## src/rtl/ps2_rx_fifo.sv

```systemverilog
// PS/2 device-to-host receiver: pad synchronisers, 11-bit frame decoder, byte FIFO and sticky errors.
// Optional ps2_clk glitch filter is enabled by defining PS2_RX_GLITCH_FILT_EN.
module ps2_rx_fifo #(
  parameter int FIFO_DEPTH  = 8,
  parameter int TIMEOUT_CYC = 8192
`ifdef PS2_RX_GLITCH_FILT_EN
  , parameter int FILT_LEN  = 4
`endif
) (
  input  logic                          clk_i,
  input  logic                          rst_i,
  input  logic                          ps2_clk_i,
  input  logic                          ps2_dat_i,
  input  logic                          rd_en_i,
  input  logic                          clr_i,
  output logic [7:0]                    data_o,
  output logic                          valid_o,
  output logic [$clog2(FIFO_DEPTH):0]   count_o,
  output logic                          par_err_o,
  output logic                          frm_err_o,
  output logic                          tmo_err_o,
  output logic                          ovf_err_o,
  output logic                          irq_o
);

  localparam int AW = $clog2(FIFO_DEPTH);
  localparam int CW = AW + 1;
  localparam int TW = $clog2(TIMEOUT_CYC) + 1;

  typedef enum logic [1:0] {
    S_IDLE,
    S_DATA,
    S_PARITY,
    S_STOP
  } state_t;

  logic          r_clk_s1, r_clk_s2, r_dat_s1, r_dat_s2;
  logic          r_clk_prev;
  logic          w_clk_cur;
  logic          w_fall;
  logic          w_dat;

  state_t        r_state;
  logic [2:0]    r_bit_cnt;
  logic [7:0]    r_shift;
  logic          r_par_ok;
  logic [TW-1:0] r_tmo_cnt;
  logic          r_push;
  logic [7:0]    r_push_data;
  logic          r_par_set, r_frm_set, r_tmo_set;

  logic [7:0]    r_mem [FIFO_DEPTH];
  logic [AW-1:0] r_wptr, r_rptr;
  logic [CW-1:0] r_count;
  logic          w_pop, w_full, w_wr, w_ovf_set;

  logic          r_par_err, r_frm_err, r_tmo_err, r_ovf_err;

  // Idle PS/2 bus is high, so the synchronisers reset to 1 to avoid a false fall after reset.
  always_ff @(posedge clk_i or posedge rst_i) begin
    if (rst_i) begin
      r_clk_s1 <= 1'b1;
      r_clk_s2 <= 1'b1;
      r_dat_s1 <= 1'b1;
      r_dat_s2 <= 1'b1;
    end else begin
      r_clk_s1 <= ps2_clk_i;
      r_clk_s2 <= r_clk_s1;
      r_dat_s1 <= ps2_dat_i;
      r_dat_s2 <= r_dat_s1;
    end
  end

`ifdef PS2_RX_GLITCH_FILT_EN
  localparam int FW = $clog2(FILT_LEN) + 1;
  logic          r_clk_filt;
  logic [FW-1:0] r_filt_cnt;

  // Filtered level only flips after FILT_LEN consecutive samples disagreeing with it.
  always_ff @(posedge clk_i or posedge rst_i) begin
    if (rst_i) begin
      r_clk_filt <= 1'b1;
      r_filt_cnt <= '0;
    end else if (r_clk_s2 == r_clk_filt) begin
      r_filt_cnt <= '0;
    end else if (r_filt_cnt == FW'(FILT_LEN - 1)) begin
      r_clk_filt <= r_clk_s2;
      r_filt_cnt <= '0;
    end else begin
      r_filt_cnt <= r_filt_cnt + FW'(1);
    end
  end

  assign w_clk_cur = r_clk_filt;
`else
  assign w_clk_cur = r_clk_s2;
`endif

  always_ff @(posedge clk_i or posedge rst_i) begin
    if (rst_i) r_clk_prev <= 1'b1;
    else       r_clk_prev <= w_clk_cur;
  end

  assign w_fall = r_clk_prev & ~w_clk_cur;
  assign w_dat  = r_dat_s2;

  // Frame decoder; push and error strobes are registered one-cycle pulses.
  always_ff @(posedge clk_i or posedge rst_i) begin
    if (rst_i) begin
      r_state     <= S_IDLE;
      r_bit_cnt   <= '0;
      r_shift     <= '0;
      r_par_ok    <= 1'b0;
      r_tmo_cnt   <= '0;
      r_push      <= 1'b0;
      r_push_data <= '0;
      r_par_set   <= 1'b0;
      r_frm_set   <= 1'b0;
      r_tmo_set   <= 1'b0;
    end else begin
      r_push    <= 1'b0;
      r_par_set <= 1'b0;
      r_frm_set <= 1'b0;
      r_tmo_set <= 1'b0;

      if (r_state == S_IDLE || w_fall) r_tmo_cnt <= '0;
      else                             r_tmo_cnt <= r_tmo_cnt + TW'(1);

      if (w_fall) begin
        case (r_state)
          S_IDLE: begin
            if (!w_dat) begin
              r_state   <= S_DATA;
              r_bit_cnt <= '0;
            end
          end
          S_DATA: begin
            r_shift <= {w_dat, r_shift[7:1]};
            if (r_bit_cnt == 3'd7) r_state <= S_PARITY;
            else                   r_bit_cnt <= r_bit_cnt + 3'd1;
          end
          S_PARITY: begin
            r_par_ok <= ^{r_shift, w_dat};
            r_state  <= S_STOP;
          end
          S_STOP: begin
            if (!w_dat) begin
              r_frm_set <= 1'b1;
            end else if (r_par_ok) begin
              r_push      <= 1'b1;
              r_push_data <= r_shift;
            end else begin
              r_par_set <= 1'b1;
            end
            r_state <= S_IDLE;
          end
          default: r_state <= S_IDLE;
        endcase
      end else if (r_state != S_IDLE && r_tmo_cnt == TW'(TIMEOUT_CYC - 1)) begin
        r_state   <= S_IDLE;
        r_tmo_set <= 1'b1;
      end
    end
  end

  // A push into a full FIFO still succeeds when a pop frees the head slot in the same cycle.
  assign w_pop     = rd_en_i & (r_count != '0);
  assign w_full    = (r_count == CW'(FIFO_DEPTH));
  assign w_wr      = r_push & (~w_full | w_pop);
  assign w_ovf_set = r_push & w_full & ~w_pop;

  always_ff @(posedge clk_i or posedge rst_i) begin
    if (rst_i) begin
      r_wptr  <= '0;
      r_rptr  <= '0;
      r_count <= '0;
    end else begin
      if (w_wr)  r_wptr <= r_wptr + AW'(1);
      if (w_pop) r_rptr <= r_rptr + AW'(1);
      case ({w_wr, w_pop})
        2'b10:   r_count <= r_count + CW'(1);
        2'b01:   r_count <= r_count - CW'(1);
        default: r_count <= r_count;
      endcase
    end
  end

  always_ff @(posedge clk_i) begin
    if (w_wr) r_mem[r_wptr] <= r_push_data;
  end

  // Sticky flags: a new set wins over a simultaneous clear.
  always_ff @(posedge clk_i or posedge rst_i) begin
    if (rst_i) begin
      r_par_err <= 1'b0;
      r_frm_err <= 1'b0;
      r_tmo_err <= 1'b0;
      r_ovf_err <= 1'b0;
    end else begin
      if (r_par_set)  r_par_err <= 1'b1;
      else if (clr_i) r_par_err <= 1'b0;
      if (r_frm_set)  r_frm_err <= 1'b1;
      else if (clr_i) r_frm_err <= 1'b0;
      if (r_tmo_set)  r_tmo_err <= 1'b1;
      else if (clr_i) r_tmo_err <= 1'b0;
      if (w_ovf_set)  r_ovf_err <= 1'b1;
      else if (clr_i) r_ovf_err <= 1'b0;
    end
  end

  assign valid_o   = (r_count != '0);
  assign data_o    = valid_o ? r_mem[r_rptr] : 8'h00;
  assign count_o   = r_count;
  assign par_err_o = r_par_err;
  assign frm_err_o = r_frm_err;
  assign tmo_err_o = r_tmo_err;
  assign ovf_err_o = r_ovf_err;
  assign irq_o     = valid_o | r_par_err | r_frm_err | r_tmo_err | r_ovf_err;

endmodule
```

## config.mk

```make
export PLATFORM = sky130hd
export DESIGN_NAME = ps2_rx_fifo
export DESIGN_NICKNAME = d
export VERILOG_FILES = /design/src/rtl/ps2_rx_fifo.sv
export SDC_FILE = /design/constraint.sdc
export NUM_CORES = 1
export LEC_CHECK = 0
export CELL_PAD_IN_SITES_DETAIL_PLACEMENT = 2
export CELL_PAD_IN_SITES_GLOBAL_PLACEMENT = 2
export CORE_MARGIN = 1
export CORE_UTILIZATION = 46
export CTS_BUF_LIST = sky130_fd_sc_hd__clkbuf_4
export CTS_CLUSTER_SIZE = 20
export DETAILED_ROUTE_END_ITERATION = 6
export GPL_TIMING_DRIVEN = 0
export PLACE_DENSITY = 0.89
export SETUP_SLACK_MARGIN = 0.4
export SYNTH_ARGS = -nofsm -noshare
export SYNTH_HDL_FRONTEND = slang
export SYNTH_SLANG_ARGS = --single-unit
```

## constraint.sdc

```tcl
create_clock -name clk_i -period 2.3 [get_ports clk_i]
set_input_delay 0.345 -clock clk_i [delete_from_list [all_inputs] [get_ports clk_i]]
set_output_delay 0.345 -clock clk_i [all_outputs]
set_load 0.05 [all_outputs]
```

==> impl_results.html <==
<table>
<tr><th>Metric</th><th>Value</th></tr>
<tr><th colspan="2">Global route</th></tr>
<tr><td>Wire length of the first global-routing pass</td><td>around 26,000 µm</td></tr>
<tr><td>Initial antenna violation count</td><td>0</td></tr>
<tr><td>Total grt overflow</td><td>0</td></tr>
<tr><td>Pin count of the biggest net entering global routing</td><td>39</td></tr>
<tr><td>Via count of the first global-routing pass</td><td>3,808</td></tr>
<tr><td>Overall global routing resource usage</td><td>around a third</td></tr>
<tr><th colspan="2">Cells and area</th></tr>
<tr><td>FF/Latch Area</td><td>around 3400 µm²</td></tr>
<tr><td>Number of fill cells</td><td>a little over 900</td></tr>
<tr><td>Proportion of layout cells with a drive suffix above 1</td><td>between 40% and 50%</td></tr>
<tr><td>Area of combinational cells with multiple inputs</td><td>about 1900 µm²</td></tr>
<tr><td>Post-synthesis to final-layout area growth</td><td>26.66%</td></tr>
<tr><td>Most common library cell in the layout ignoring fill and taps</td><td>edfxtp_1</td></tr>
<tr><td>Final net count</td><td>between 400 and 500</td></tr>
<tr><td>Commonest non-fill, non-tap cells in the layout</td><td>edfxtp_1 (64), dfrtp_1 (49), buf_4 (24)</td></tr>
<tr><td>Final std cell area, no fill</td><td>6563 µm²</td></tr>
<tr><td>Ant. Diodes</td><td>0</td></tr>
<tr><th colspan="2">Critical path</th></tr>
<tr><td>Peak fanout along the critical path</td><td>6</td></tr>
<tr><td>Series of cell instances along the critical path</td><td>buf_8 &gt; buf_12 &gt; mux4_2 &gt; mux2i_1 &gt; nor2_2 &gt; buf_6</td></tr>
<tr><td>Family of cells with the greatest summed delay on the critical path</td><td>multiplexers</td></tr>
<tr><td>CP Launch Type</td><td>flip-flop</td></tr>
<tr><td>CP max-delay cell</td><td>mux4_2</td></tr>
<tr><td>Sort of element at the end of the critical path</td><td>primary output</td></tr>
<tr><td>Critical path origin</td><td>r_rptr[0]$_DFFE_PP0N_</td></tr>
<tr><td>Worst reg2reg path depth</td><td>8</td></tr>
<tr><td>Slack of the worst reg-to-reg path</td><td>about 90 ps</td></tr>
<tr><td>Arr. time, crit path</td><td>between 2000 and 2500 ps</td></tr>
<tr><td>Buffering stage count on the worst path with inverters included</td><td>3</td></tr>
<tr><td>Reg-to-Reg End</td><td>count_o[2]$_DFFE_PP0P_</td></tr>
<tr><td>Startpoint of the worst-slack reg-to-reg timing path</td><td>count_o[2]$_DFFE_PP0P_</td></tr>
<tr><td>Max stage delay on crit path</td><td>530 ps</td></tr>
<tr><td>Startpoint-to-endpoint class of the critical path</td><td>reg2out</td></tr>
<tr><td>Data required time of the critical path</td><td>approximately 2000 ps</td></tr>
<tr><th colspan="2">Route</th></tr>
<tr><td>Number of violations reported at the end of detailed-routing iteration 0</td><td>about 310</td></tr>
<tr><td>Routed Wire Length</td><td>between 15,000 and 20,000 µm</td></tr>
<tr><td>Wire length per cell after detailed routing</td><td>34.72 µm</td></tr>
<tr><td>Post-route DRC violation count</td><td>0</td></tr>
<tr><td>First-pass iteration count of the detailed router</td><td>4</td></tr>
<tr><td>Post-route antenna net violation count</td><td>0</td></tr>
<tr><td>Drt via density</td><td>roughly 6.3</td></tr>
<tr><td>Vias after detailed routing</td><td>about 3,600</td></tr>
<tr><th colspan="2">Power</th></tr>
<tr><td>Part of the total power dissipated in sequential elements</td><td>between 30% and 40%</td></tr>
<tr><td>Switching power share of the total</td><td>between 30 and 40%</td></tr>
<tr><td>Int Pwr</td><td>between 4 and 5 mW</td></tr>
<tr><td>Leakage power</td><td>about 2.5 nW</td></tr>
<tr><td>NetSw</td><td>about 2.9 mW</td></tr>
<tr><td>Power density over cell area</td><td>1106 nW/µm²</td></tr>
<tr><td>Logic pwr share</td><td>between 40% and 50%</td></tr>
<tr><td>Clock network power share</td><td>23.3%</td></tr>
<tr><td>Max VDD drop</td><td>0.6547 mV</td></tr>
<tr><th colspan="2">Yosys</th></tr>
<tr><td>Post-synth net total</td><td>356</td></tr>
<tr><td>Largest cells by area after synthesis</td><td>edfxtp_1 (37%), dfrtp_1 (26%), mux4_2 (7.0%)</td></tr>
<tr><td>Mean cell area of the mapped netlist</td><td>between 15 and 20 µm²</td></tr>
<tr><td>Main combinational cell family by area after synthesis</td><td>multiplexers</td></tr>
<tr><td>Flip-flop cell with the highest count after synthesis</td><td>edfxtp_1</td></tr>
<tr><td>Ys Warns</td><td>0</td></tr>
<tr><td>Area share of the largest cell type after synthesis</td><td>between 30% and 40%</td></tr>
<tr><td>Synth Cell Area</td><td>between 5000 and 6000 µm²</td></tr>
<tr><td>Number of synthesized flops with an enable pin</td><td>64</td></tr>
<tr><td>Synth Area in Compound Gates</td><td>3.453%</td></tr>
<tr><td>Arithmetic-cell share of the synthesized area counting full adders, half adders and majority gates</td><td>about 2.4%</td></tr>
<tr><td>Yosys cell types</td><td>47</td></tr>
<tr><td>#FFs+latches synth</td><td>between 100 and 150</td></tr>
<tr><td>Cell taking the most area after synthesis</td><td>edfxtp_1</td></tr>
<tr><td>Fraction of registers with async set or reset after synthesis</td><td>a little under half</td></tr>
<tr><td>Share of the synthesized netlist area taken by xor and xnor gates</td><td>approximately 4.3%</td></tr>
<tr><td>Synthesized instance count</td><td>between 300 and 400</td></tr>
<tr><td>Share of synthesized area spent on multiplexers</td><td>around an eighth</td></tr>
<tr><td>Simple logic cell fraction of the synthesized area</td><td>9.563%</td></tr>
<tr><td>Portion of the post-synthesis area used by sequential elements</td><td>65.71%</td></tr>
<tr><th colspan="2">Clocking</th></tr>
<tr><td>Master cell of the clock root buffer</td><td>clkbuf_4</td></tr>
<tr><td>Max clock buf depth</td><td>2</td></tr>
<tr><td>Cts bufs inserted</td><td>17</td></tr>
<tr><td>Insertion delay to the later sink of the worst-skew pair</td><td>approximately 560 ps</td></tr>
<tr><td>Clock tree from TritonCTS</td><td>yes</td></tr>
<tr><td>Htree depth</td><td>4</td></tr>
<tr><td>Clock transition at path regs</td><td>approximately 150 ps</td></tr>
<tr><td>Number of sinks handled by clock tree synthesis</td><td>around 120</td></tr>
<tr><th colspan="2">Timing</th></tr>
<tr><td>Unrepaired setup endpoints after global routing</td><td>yes</td></tr>
<tr><td>Final hold violation count</td><td>0</td></tr>
<tr><td>Actual transition at the worst max-transition pin</td><td>approximately 790 ps</td></tr>
<tr><td>Clock period minus worst slack</td><td>between 2000 and 3000 ps</td></tr>
<tr><td>Setup violations, final</td><td>10</td></tr>
<tr><td>Worst slew margin relative to its limit</td><td>between 40% and 50%</td></tr>
<tr><td>Fmax</td><td>about 380 MHz</td></tr>
<tr><td>Final count of pins violating max slew</td><td>0</td></tr>
<tr><td>Fin worst setup slack</td><td>-297.6 ps</td></tr>
<tr><td>Post-route worst hold slack</td><td>around 140 ps</td></tr>
<tr><td>Final period util</td><td>112.9%</td></tr>
<tr><td>Post-Route Skew</td><td>~44 ps</td></tr>
<tr><th colspan="2">Floorplanning</th></tr>
<tr><td>Initial core utilization</td><td>47.59%</td></tr>
<tr><td>Placeable core region</td><td>roughly 11,000 µm²</td></tr>
<tr><td>Site Rows</td><td>38</td></tr>
<tr><td>Floorplan die area</td><td>11,690 µm²</td></tr>
<tr><td>Die Width</td><td>between 100 and 150 µm</td></tr>
<tr><td>Number of top-level pins</td><td>24</td></tr>
<tr><td>Height of the die</td><td>~110 µm</td></tr>
<tr><th colspan="2">Job</th></tr>
<tr><td># Max-Cap Violations</td><td>0</td></tr>
<tr><th colspan="2">Run status</th></tr>
<tr><td>Violations in the final reports</td><td>negative setup slack</td></tr>
<tr><td>Status</td><td>finished, violations left</td></tr>
<tr><th colspan="2">Placed design</th></tr>
<tr><td>Final HPWL DP</td><td>approximately 8700 µm</td></tr>
<tr><td>Input/output buffers</td><td>23</td></tr>
<tr><td>GPL Wtd Cong</td><td>0.6932</td></tr>
<tr><td>Placed Area</td><td>roughly 5700 µm²</td></tr>
<tr><th colspan="2">Hold path</th></tr>
<tr><td>Type of the tightest min-delay check</td><td>in2async</td></tr>
</table>
==> worst max-delay path by stage <==
stage | to | depth (start not counted) | slack (ps)
finish | data_o[0] | 6 | -300
CTS | data_o[2] | 6 | -300
detailed placement | data_o[2] | 6 | -740
global route | data_o[0] | 6 | -380
floorplan | count_o[2]$_DFFE_PP0P_ | 7 | 200
global placement | count_o[2]$_DFFE_PP0P_ | 2 | -780
==> kinds of logic after synthesis <==
kind of cell / Yosys count
flops: 123
simple gates: 93
compound gates: 25
buf+inv: 21
fa+ha+maj: 10
xor+xnor: 24
mux: 44
==> through the flow <==
stage	util, %	power [mW]	TNS, ps	setup slack [ps]	std cells
after floorplan	-	4.067	0	200.7	340
after global placement	52.01	4.531	-46650	-780.2	503
after detailed placement	52.19	4.668	-23070	-742.2	504
after CTS	58.32	6.738	-2300	-301.1	558
after global routing	60.27	7.442	-3028	-375.5	573
final	60.27	7.258	-2343	-297.6	573
==> layout make-up <==
cell class | instances | share of cell area (%)
flip-flops and latches | 123 | 51.97
inverters | 11 | 0.6864
well taps | 140 | 2.669
repair buffers | 61 | 9.857
clock inverters | 15 | 2.250
plain buffers | 10 | 1.487
clock buffers | 17 | 1.945
multi-input cells | 196 | 29.13
==> state kept, by name (all words and copies together) (netlist names) <==
signal	count
r_mem	64
r_tmo_cnt	14
r_push_data	8
r_shift	8
count_o	4
r_bit_cnt	3
r_rptr	3
r_wptr	3
r_state	2
frm_err_o	1
ovf_err_o	1
par_err_o	1
r_clk_prev	1
r_clk_s1	1
r_clk_s2	1
r_dat_s1	1
r_dat_s2	1
r_frm_set	1
r_par_ok	1
r_par_set	1
r_push	1
r_tmo_set	1
tmo_err_o	1
==> synth_stat cells, types with 2 or more instances <==
master / count
ha_1: 10
nand3_1: 6
a21o_1: 3
xor2_1: 8
mux2i_1: 11
mux4_2: 16
mux2_2: 17
edfxtp_1: 64
nand2_1: 21
dfrtp_1: 54
a31oi_1: 2
o21ai_0: 8
clkbuf_1: 2
buf_2: 4
xnor2_1: 15
dfstp_2: 5
nand2b_1: 4
nand4_1: 4
inv_1: 11
or3_1: 2
nor2b_1: 4
a22o_1: 2
nor4_1: 2
nor2_1: 29
a21oi_1: 5
nor3b_1: 2
buf_1: 3
nor3_1: 7
==> power groups by stage <==
stage	Combinational, mW	Clock [mW]	Sequential [mW]
after floorplan	1.36	0	2.71
after global placement	1.88	0	2.65
after detailed placement	1.99	0	2.68
after CTS	2.51	1.61	2.62
after global routing	3.05	1.76	2.64
final	2.93	1.69	2.63
==> timing repair <==
action / 4_1_cts / 5_1_grt
hold endpoints to repair: 0 / 0
pin swaps: 7 / 15
hold buffers: 0 / 0
buffers inserted: 21 / 15
resized for setup: 129 / 28
cloned: 1 / 0
endpoints found under the setup margin: 96 / 79
==> routing by layer <==
layer  routed length (µm)  track usage (%)  vias to the layer above  part of all wire [%]
met5                    0                0                        -                     0
met4                  852            13.41                        0                   4.3
met3                 1092            7.294                       61                   5.5
met2                10440            57.46                      182                    53
met1                 7502            37.41                     1953                    38
li1                     -                -                     1421                     -
Note: power is estimated with default switching activity, not from simulation.
